==> src/rtl/mem_access_ctrl.sv <==
// mem_access_ctrl
//   Shares one single-port memory bus between instruction fetch and data
//   load/store. Each instruction walks FETCH -> DECODE -> [DATA] -> COMMIT.
//   COMMIT raises a one-cycle iready pulse so the pc block can advance.
//   A busy watchdog, a terminal HALT state and a retired-instruction counter
//   are included.
//
//   Bus handshake: a strobe (bus_ren/bus_wen) is held with stable address,
//   data and byte enables until a cycle in which bus_busy=0. That cycle
//   completes the access, and bus_rdata is valid in it for reads.
//   The strobes are decoded from registered state only, so no combinational
//   path runs from bus_busy to the strobes.
//
// Ports
//   clk, nRST            clock, asynchronous active-low reset
//   PCaddr               fetch address from the pc block
//   dmem_ren/dmem_wen    load/store request, valid in DECODE
//   dmem_addr/wdata/sel  data access attributes, sampled in DECODE
//   halt                 stop after the current instruction (seen in COMMIT)
//   bus_rdata, bus_busy  memory response
//   bus_addr/wdata/sel   memory request attributes
//   bus_ren, bus_wen     memory strobes
//   instr, dmem_rdata    latched instruction and load data
//   iready               one-cycle retire pulse
//   halted, bus_err      HALT state flag, sticky error flag
//   instr_count          retired-instruction counter (wraps)
module mem_access_ctrl #(
  parameter int unsigned TIMEOUT  = 255,
  parameter int unsigned CNT_W    = 32,
  parameter logic [31:0] NOP_INSN = 32'h13
) (
  input  logic             clk,
  input  logic             nRST,
  input  logic [31:0]      PCaddr,
  input  logic             dmem_ren,
  input  logic             dmem_wen,
  input  logic [31:0]      dmem_addr,
  input  logic [31:0]      dmem_wdata,
  input  logic [3:0]       dmem_sel,
  input  logic             halt,
  input  logic [31:0]      bus_rdata,
  input  logic             bus_busy,
  output logic [31:0]      bus_addr,
  output logic [31:0]      bus_wdata,
  output logic [3:0]       bus_sel,
  output logic             bus_ren,
  output logic             bus_wen,
  output logic [31:0]      instr,
  output logic [31:0]      dmem_rdata,
  output logic             iready,
  output logic             halted,
  output logic             bus_err,
  output logic [CNT_W-1:0] instr_count
);

  localparam int unsigned WD_W = $clog2(TIMEOUT + 1);

  typedef enum logic [2:0] {
    S_FETCH,
    S_DECODE,
    S_DATA,
    S_COMMIT,
    S_HALT
  } state_t;

  state_t            state_q, state_d;
  logic [WD_W-1:0]   wd_q, wd_d;
  logic [31:0]       addr_q, wdata_q;
  logic [3:0]        sel_q;
  logic              ren_q, wen_q;
  logic              load_instr, load_data, sample_req, retire, err_set;
  logic              wd_expired;

  // This busy cycle is the TIMEOUT-th one in the current access.
  assign wd_expired = (wd_q == WD_W'(TIMEOUT - 1));

  always_comb begin
    state_d    = state_q;
    load_instr = 1'b0;
    load_data  = 1'b0;
    sample_req = 1'b0;
    retire     = 1'b0;
    err_set    = 1'b0;
    case (state_q)
      S_FETCH: begin
        if (!bus_busy) begin
          load_instr = 1'b1;
          state_d    = S_DECODE;
        end else if (wd_expired) begin
          err_set = 1'b1;
          state_d = S_HALT;
        end
      end
      S_DECODE: begin
        sample_req = 1'b1;
        if (dmem_ren && dmem_wen) begin
          err_set = 1'b1;
          state_d = S_HALT;
        end else if (dmem_ren || dmem_wen) begin
          state_d = S_DATA;
        end else begin
          state_d = S_COMMIT;
        end
      end
      S_DATA: begin
        if (!bus_busy) begin
          load_data = ren_q;
          state_d   = S_COMMIT;
        end else if (wd_expired) begin
          err_set = 1'b1;
          state_d = S_HALT;
        end
      end
      S_COMMIT: begin
        retire  = 1'b1;
        state_d = halt ? S_HALT : S_FETCH;
      end
      S_HALT:  state_d = S_HALT;
      default: state_d = S_FETCH;
    endcase
  end

  // Watchdog restarts on every state change, so it measures one access only.
  always_comb begin
    wd_d = wd_q;
    if (state_d != state_q) begin
      wd_d = '0;
    end else if ((state_q == S_FETCH || state_q == S_DATA) && bus_busy) begin
      wd_d = wd_q + 1'b1;
    end
  end

  always_ff @(posedge clk or negedge nRST) begin
    if (!nRST) begin
      state_q     <= S_FETCH;
      wd_q        <= '0;
      instr       <= NOP_INSN;
      dmem_rdata  <= '0;
      instr_count <= '0;
      bus_err     <= 1'b0;
      addr_q      <= '0;
      wdata_q     <= '0;
      sel_q       <= '0;
      ren_q       <= 1'b0;
      wen_q       <= 1'b0;
    end else begin
      state_q <= state_d;
      wd_q    <= wd_d;
      if (load_instr) instr <= bus_rdata;
      if (load_data)  dmem_rdata <= bus_rdata;
      if (retire)     instr_count <= instr_count + 1'b1;
      if (err_set)    bus_err <= 1'b1;
      if (sample_req) begin
        addr_q  <= dmem_addr;
        wdata_q <= dmem_wdata;
        sel_q   <= dmem_sel;
        ren_q   <= dmem_ren;
        wen_q   <= dmem_wen;
      end
    end
  end

  // Gating with nRST drops the strobes the moment reset asserts, even
  // though the reset state is FETCH.
  always_comb begin
    bus_addr  = '0;
    bus_wdata = '0;
    bus_sel   = '0;
    bus_ren   = 1'b0;
    bus_wen   = 1'b0;
    if (nRST) begin
      case (state_q)
        S_FETCH: begin
          bus_ren  = 1'b1;
          bus_addr = PCaddr;
          bus_sel  = 4'hF;
        end
        S_DATA: begin
          bus_ren   = ren_q;
          bus_wen   = wen_q;
          bus_addr  = addr_q;
          bus_wdata = wdata_q;
          bus_sel   = sel_q;
        end
        default: ;
      endcase
    end
  end

  assign iready = (state_q == S_COMMIT);
  assign halted = (state_q == S_HALT);

endmodule

==> config.mk <==
export PLATFORM = sky130hd
export DESIGN_NAME = mem_access_ctrl
export DESIGN_NICKNAME = d
export VERILOG_FILES = /design/src/rtl/mem_access_ctrl.sv
export SDC_FILE = /design/constraint.sdc
export NUM_CORES = 1
export LEC_CHECK = 0
export CAP_MARGIN = 15
export CORE_ASPECT_RATIO = 1.2
export CORE_MARGIN = 5
export CORE_UTILIZATION = 39
export DETAILED_ROUTE_END_ITERATION = 16
export PLACE_DENSITY = 0.72
export SYNTH_ARGS = -nofsm -noshare
export SYNTH_HDL_FRONTEND = slang
export SYNTH_SLANG_ARGS = --single-unit
==> constraint.sdc <==
create_clock -name clk -period 2 [get_ports clk]
set_clock_uncertainty 0.2 [all_clocks]
set_input_delay 0.4 -clock clk [delete_from_list [all_inputs] [get_ports clk]]
set_output_delay 0.4 -clock clk [all_outputs]
set_load 0.005 [all_outputs]
# Word-level counts from Yosys, hierarchy flattened
# Index checks and enable logic that the tools add are counted.
totals:
  ff_bits: 178
  latch_bits: 0
  rom_bits: 0
  output_inout_bits: 169
  n_memories: 0
  ram_bits: 0
  word_cells: 55
  in_bits: 138
classes:
  shifts: 0
  reduce_logical: 7
  magnitude_cmp: 0
  div_mod_pow: 0
  mux: 29
  bitwise: 0
  add_sub_neg: 2
  multipliers: 0
  eq_ne: 6
op_table:
  columns: ["op", "count"]
  rows:
  - ["$mux W32", 3]
  - ["$pmux W32 S2", 1]
  - ["$add A32 B1 Y32 const B", 1]
  - ["$mux W8", 2]
  - ["$mux W3", 5]
  - ["$pmux W3 S5", 1]
  - ["$mux W1", 13]
  - ["$add A8 B1 Y8 const B", 1]
  - ["$eq A8 B8 Y1 const B", 1]
  - ["$pmux W4 S2", 1]
  - ["$eq A3 B2 Y1 const B", 2]
  - ["$mux W4", 1]
  - ["$pmux W1 S2", 2]
  - ["$eq A3 B1 Y1 const B", 1]
  - ["$eq A3 B3 Y1 const B", 1]
  - ["$logic_not A3 Y1", 1]
  - ["$ne A3 B3 Y1", 1]
  - ["$logic_and A1 B1 Y1", 2]
  - ["$logic_or A1 B1 Y1", 2]
  - ["$reduce_bool A2 Y1", 1]
  - ["$reduce_or A2 Y1", 1]

# Longest topological paths before layout
# Gate-level depths: netlist of run 1.
depth:
  ltp_word: 6
  depth_mapped: 7
  mapped_depth_nobuf: 6

# Worst setup path before layout of run 1
# Ideal clock, no wire load.
synth_path:
  path_kind: "reg-to-output"
  startpoint: "register state_q[0]"
  endpoint: "output bus_addr[10]"
  path_buffers: 2
  arrival_time_ps: 1520
  stages_incl_launch_ff: 7
  setup_slack_ps: -120
  cell_sequence: "dfrtp_1 > buf_2 > nor2_1 > nand2_1 > nor2_1 > buf_2 > a22o_1"
synth_via:
  elab_chain_len: 3
synth_rtl:
  columns: ["item", "line_no", "text"]
  rows:
  - ["start: declaration", "66", "state_t state_q, state_d;"]
  - ["start signal: assignment", "147", "state_q <= state_d;"]
  - ["$eq A3 B2 Y1 or $logic_not A3 Y1 (tied branches)", "172", "case (state_q)"]
  - ["$pmux W32 S2 *", "172", null]
  - ["$mux W32 *", "171", "if (nRST) begin"]
  - ["end: declaration", "43", "output logic [31:0] bus_addr,"]
# Every way passes the cells marked *; elsewhere a longest branch is shown, timed or not.

# Final worst setup path of run 1
layout_path:
  startpoint: "register state_q[2]"
  endpoint: "output bus_addr[26]"
# The elaborated chain is that of the path after synthesis.

==> impl.org, run 1 <==
** STA
- In the post-route analysis, the smallest setup slack over all paths is -0.5198 ns.
- Setup repair after global routing could not meet its margin everywhere.
- For this run, the top clock speed supported by timing is 396.9 MHz.
- Relative max-transition margin :: 61.49%
- The final max-slew violation count is 0.
- At the pin with the least slew margin, the transition time is 0.5776 ns.
- Dividing the final minimum period by the clock period gives 126.0%.
- Final setup fails :: 80
- Final worst path period need :: 2.520 ns
- Final Hold Viols :: 0

** Global route
- Global routing consumed, on the met1 layer, 20.85% of the routing resources.
- Maximum number of pins on one net before global-route repair :: 65
- Global routing consumed, on the met2 layer, 31.71% of the routing resources.
- Number of global-route vias before repair :: 6342
- Combined global-route utilization of all metal layers :: 19.06%
- Busiest metal layer after global routing :: met2
- The total overflow left after global routing is 0.
- First-pass GRT wire length :: 33270 um
- The number of antenna violations at the first check in global routing is 0.
- GR Layer Usage met3 :: 9.982%

** Power
- Combinational cell fraction of total power :: 42.5%
- Summed over all nets, the switching power comes to 0.004692 W.
- Switching power share of the total :: 29.28%
- The share of total power dissipated in the clock network is 20.5%.
- The share of total power dissipated in sequential elements is 37.0%.
- Cell internal power was estimated by the tool at 0.01133 W.
- Summed over all cells, the static leakage comes to 5.805 nW.
- Peak supply drop :: 0.8634 mV
- In this run the power density over the cells is 1270 nW/um^2.

** Yosys
- Synth Area in Compound Gates :: 5.017%
- Post-synth top area cell :: dfrtp_1
- Cells taking the most area after synthesis :: dfrtp_1 57%, mux2_2 19%, a22o_1 3.5%
- Post-Synthesis Cells :: 575
- Commonest register cell after synthesis :: dfrtp_1
- XOR/XNOR share of the synthesized area :: 4.347%
- Nets in the synthesized netlist :: 716
- Multiplexer share of the synthesized area :: 19.25%
- Averaged over all synthesized cells, the footprint is 13.31 um^2.
- Of all flip-flops after synthesis, the portion carrying an async set or reset was 100.0%.
- Post-synth EDFFs :: 0
- Count of yosys warnings during synthesis :: 0
- After synthesis, the largest family of logic cells by area is multiplexers.
- Simple-gate share of the synthesized area :: 10.34%
- Synthesis inferred 178 register bits.
- Synthesized-area fraction occupied by adder cells :: 0.4903%
- Sequential-to-total area share from yosys stat :: 58.23%
- The synthesized netlist contains 42 unique library cells.
- In this run the cell area of the synthesized design comes to 7656 um^2.
- Area share of the largest cell type after synthesis :: 57.20%

** Setup path
- The number of buffers and inverters on the critical path is 4.
- Setup slack on the worst reg-to-reg path comes out at -0.06 ns.
- The critical path ends at bus_addr[26].
- Critical Path End Type :: primary output
- The number of cells on the worst reg-to-reg path is 8.
- Worst-path cell with the longest stage delay :: dfrtp_1
- In this run the critical register-to-register path is launched from state_q[2]$_DFF_PN0_.
- Max incr delay on CP :: 0.40 ns
- Depth of the critical timing path with buffers and inverters included :: 6
- The endpoint identified for the worst register-to-register timing path is instr_count[28]$_DFFE_PN0N_.
- WP data required :: 1.40 ns
- The critical path starts at state_q[2]$_DFF_PN0_.
- Family with the most delay on the worst path :: buffers and inverters
- CP cell instances :: buf_6 -> nor4b_4 -> buf_4 -> clkbuf_16 -> a22o_1 -> buf_2
- Sort of element at the start of the critical path :: flip-flop
- STA puts the critical path data arrival time at 1.92 ns.
- Maximum fanout along the worst path :: 8
- Critical path class :: reg -> out

** Clocking
- For the worst-skew pair, the clock arrives at the later sink with an insertion delay of 0.42 ns.
- Buffers from clock root to sink, at most :: 2
- CTS root buffer :: clkbuf_16
- After clock tree synthesis, the clock-pin slew on the worst setup and hold paths is 0.07 ns.
- TritonCTS built the clock tree.
- Clock Sink Count :: 178
- TritonCTS Buffers :: 17
- H-tree levels :: 4

** Detailed routing
- For this run, design rule violations remaining after detail routing come to 0.
- Number of search-and-repair iterations in the first detailed-routing pass :: 4
- Drt total wl :: 24010 um
- Post-detailed-route count of antenna-violating nets :: 0
- 1st-iter DRT viols :: 277
- After detailed routing, the average wire length per cell comes to 19.38 um.
- Routed via count divided by cell count :: 4.957
- Via total after detailed routing :: 6142

** Placement
- DP Cell Count :: 1150
- RePlAce Congestion :: 0.7642
- I/O Buffers :: 306
- After legalization and detailed placement, the total HPWL measured 15800 um.

** Die
- Core ar. :: 19410 um^2
- I/O Pins :: 307
- Initial cell density of the core :: 39.45%
- The die covers 22540 um^2.
- Measured along the x axis, the die boundary spans 137.9 um.
- Site row count :: 56
- Height of the chip :: 163.5 um

** Finish
- Most common cell after layout, fill and taps aside :: clkdlybuf4s50_1
- Final layout net count :: 1106
- Layout Cells excl Fill :: 1239
- The number of antenna diodes in the final layout is 0.
- Filler Cells Inserted :: 1514
- Cells with a size suffix above 1 make up 39.06% of the layout.
- Synthesis-to-layout area growth :: 64.85%
- Commonest non-fill, non-tap cells in the layout :: 217 x clkdlybuf4s50_1, 171 x dfrtp_1, 128 x mux2_2, 52 x buf_4, 43 x buf_2
- Share of the core filled with cells in the final layout :: 65.03%

** Worst hold path
- The min-delay analysis places its worst path in the category reg -> reg.

** Run status
- Outcome :: finished with violations
- The checks that failed: setup timing.

** Job
- Max-cap violations in this run came to 0.
per-stage QoR:
stage	setup TNS [ns]	power (W)	instance area (um^2)	hold WS, ns	worst slack (ns)
global placement	-25.08	0.01203	11360	0.2367	-0.2768
floorplan	0	0.008600	7670	-0.09559	0.04946
finish	-25.74	0.01602	12620	0.2744	-0.5198
CTS	-40.63	0.01545	12040	0.2808	-0.7620
global route	-34.16	0.01702	12620	0.2952	-0.6060
detailed placement	-29.35	0.01215	11360	0.2335	-0.3244
power by group through the flow:
| stage | clock [W] | sequential, W | combinational, W |
|---|---|---|---|
| after detailed placement | 0 | 0.00596 | 0.00619 |
| after global routing | 0.00352 | 0.00613 | 0.00736 |
| after floorplan | 0 | 0.00582 | 0.00278 |
| after global placement | 0 | 0.00592 | 0.00612 |
| after CTS | 0.00338 | 0.00591 | 0.00616 |
| final | 0.00328 | 0.00594 | 0.00681 |
routing by layer:
| metal | wire length, um | up-vias |
|---|---|---|
| met3 | 2720 | 35 |
| li1 | - | 2822 |
| met4 | 533 | 0 |
| met2 | 11620 | 264 |
| met1 | 9138 | 3021 |
| met5 | 0 | - |
flip-flops by register name, summed over array words and instances, names as in the netlist, 3 cells and up:
name,flops
instr,32
sel_q,4
wdata_q,32
state_q,3
dmem_rdata,32
addr_q,32
wd_q,8
instr_count,32
repair_timing:
| item | in CTS | in global routing |
|---|---|---|
| buffers inserted | 12 | 31 |
| gates resized for setup | 125 | 226 |
| pin swaps | 2 | 64 |
| cloned | 0 | 15 |
| hold buffers | 1 | 0 |
| endpoints found under the setup margin | 109 | 292 |
| endpoints found under the hold margin | 56 | 0 |
worst min path at each step:
stage | startpoint | endpoint | slack (ns) | cells past startpoint
6_report | bus_err$_DFFE_PN0P_ | bus_err$_DFFE_PN0P_ | 0.27 | 2
5_1_grt | bus_err$_DFFE_PN0P_ | bus_err$_DFFE_PN0P_ | 0.30 | 2
4_1_cts | instr_count[31]$_DFFE_PN0N_ | instr_count[31]$_DFFE_PN0N_ | 0.28 | 1
3_5_place_dp | nRST | wd_q[6]$_DFFE_PN0P_ | 0.23 | 2
3_3_place_gp | nRST | wd_q[6]$_DFFE_PN0P_ | 0.24 | 2
2_1_floorplan | nRST | addr_q[0]$_DFFE_PN0N_ | -0.1 | 0
final cells by class:
type | count | area [um^2] | share of cell area (%)
flip-flops and latches | 178 | 4463 | 35.36
clock buffers | 20 | 436.7 | 3.460
well taps | 261 | 326.6 | 2.587
repair buffers | 402 | 3996 | 31.66
clock inverters | 12 | 132.6 | 1.051
inverters | 9 | 33.78 | 0.2677
multi-input cells | 357 | 3232 | 25.61
cells by family after synthesis:
| group | after synthesis |
|---|---|
| simple gates | 135 |
| buf+inv | 40 |
| mux | 131 |
| xor+xnor | 38 |
| flops | 178 |
| fa+ha+maj | 3 |
| compound gates | 50 |
Yosys cell counts (4+ instances only):
master    instances
a21oi_1           8
a22o_1           31
and2_1           36
and3_1            7
buf_2            19
clkbuf_1         11
dfrtp_1         175
inv_1             9
mux2_2          128
nand2_1          22
nand3_1          10
nand4_1          15
nor2_1           18
nor3_1            5
nor3_2            4
o21ai_0           5
xnor2_1          19
xor2_1           19
worst register-to-register path: cells and delay by family, from the launching register on:
family                 cells  cell delay, ns
XOR/XNOR                   1            0.15
buffers and inverters      4            0.62
flip-flops                 1            0.40
AND/OR/NAND/NOR            3            0.63
(Power assumes the default switching activity.)
==> run 2: changes to the inputs <==
--- a/config.mk
+++ b/config.mk
@@ -10,6 +10,7 @@
 export CORE_MARGIN = 5
 export CORE_UTILIZATION = 39
 export DETAILED_ROUTE_END_ITERATION = 16
+export GPL_TIMING_DRIVEN = 1
 export PLACE_DENSITY = 0.72
 export SYNTH_ARGS = -nofsm -noshare
 export SYNTH_HDL_FRONTEND = slang
==> results of run 2 <==
Same layout as run 1: the final DEF is identical, and so are final timing and power.
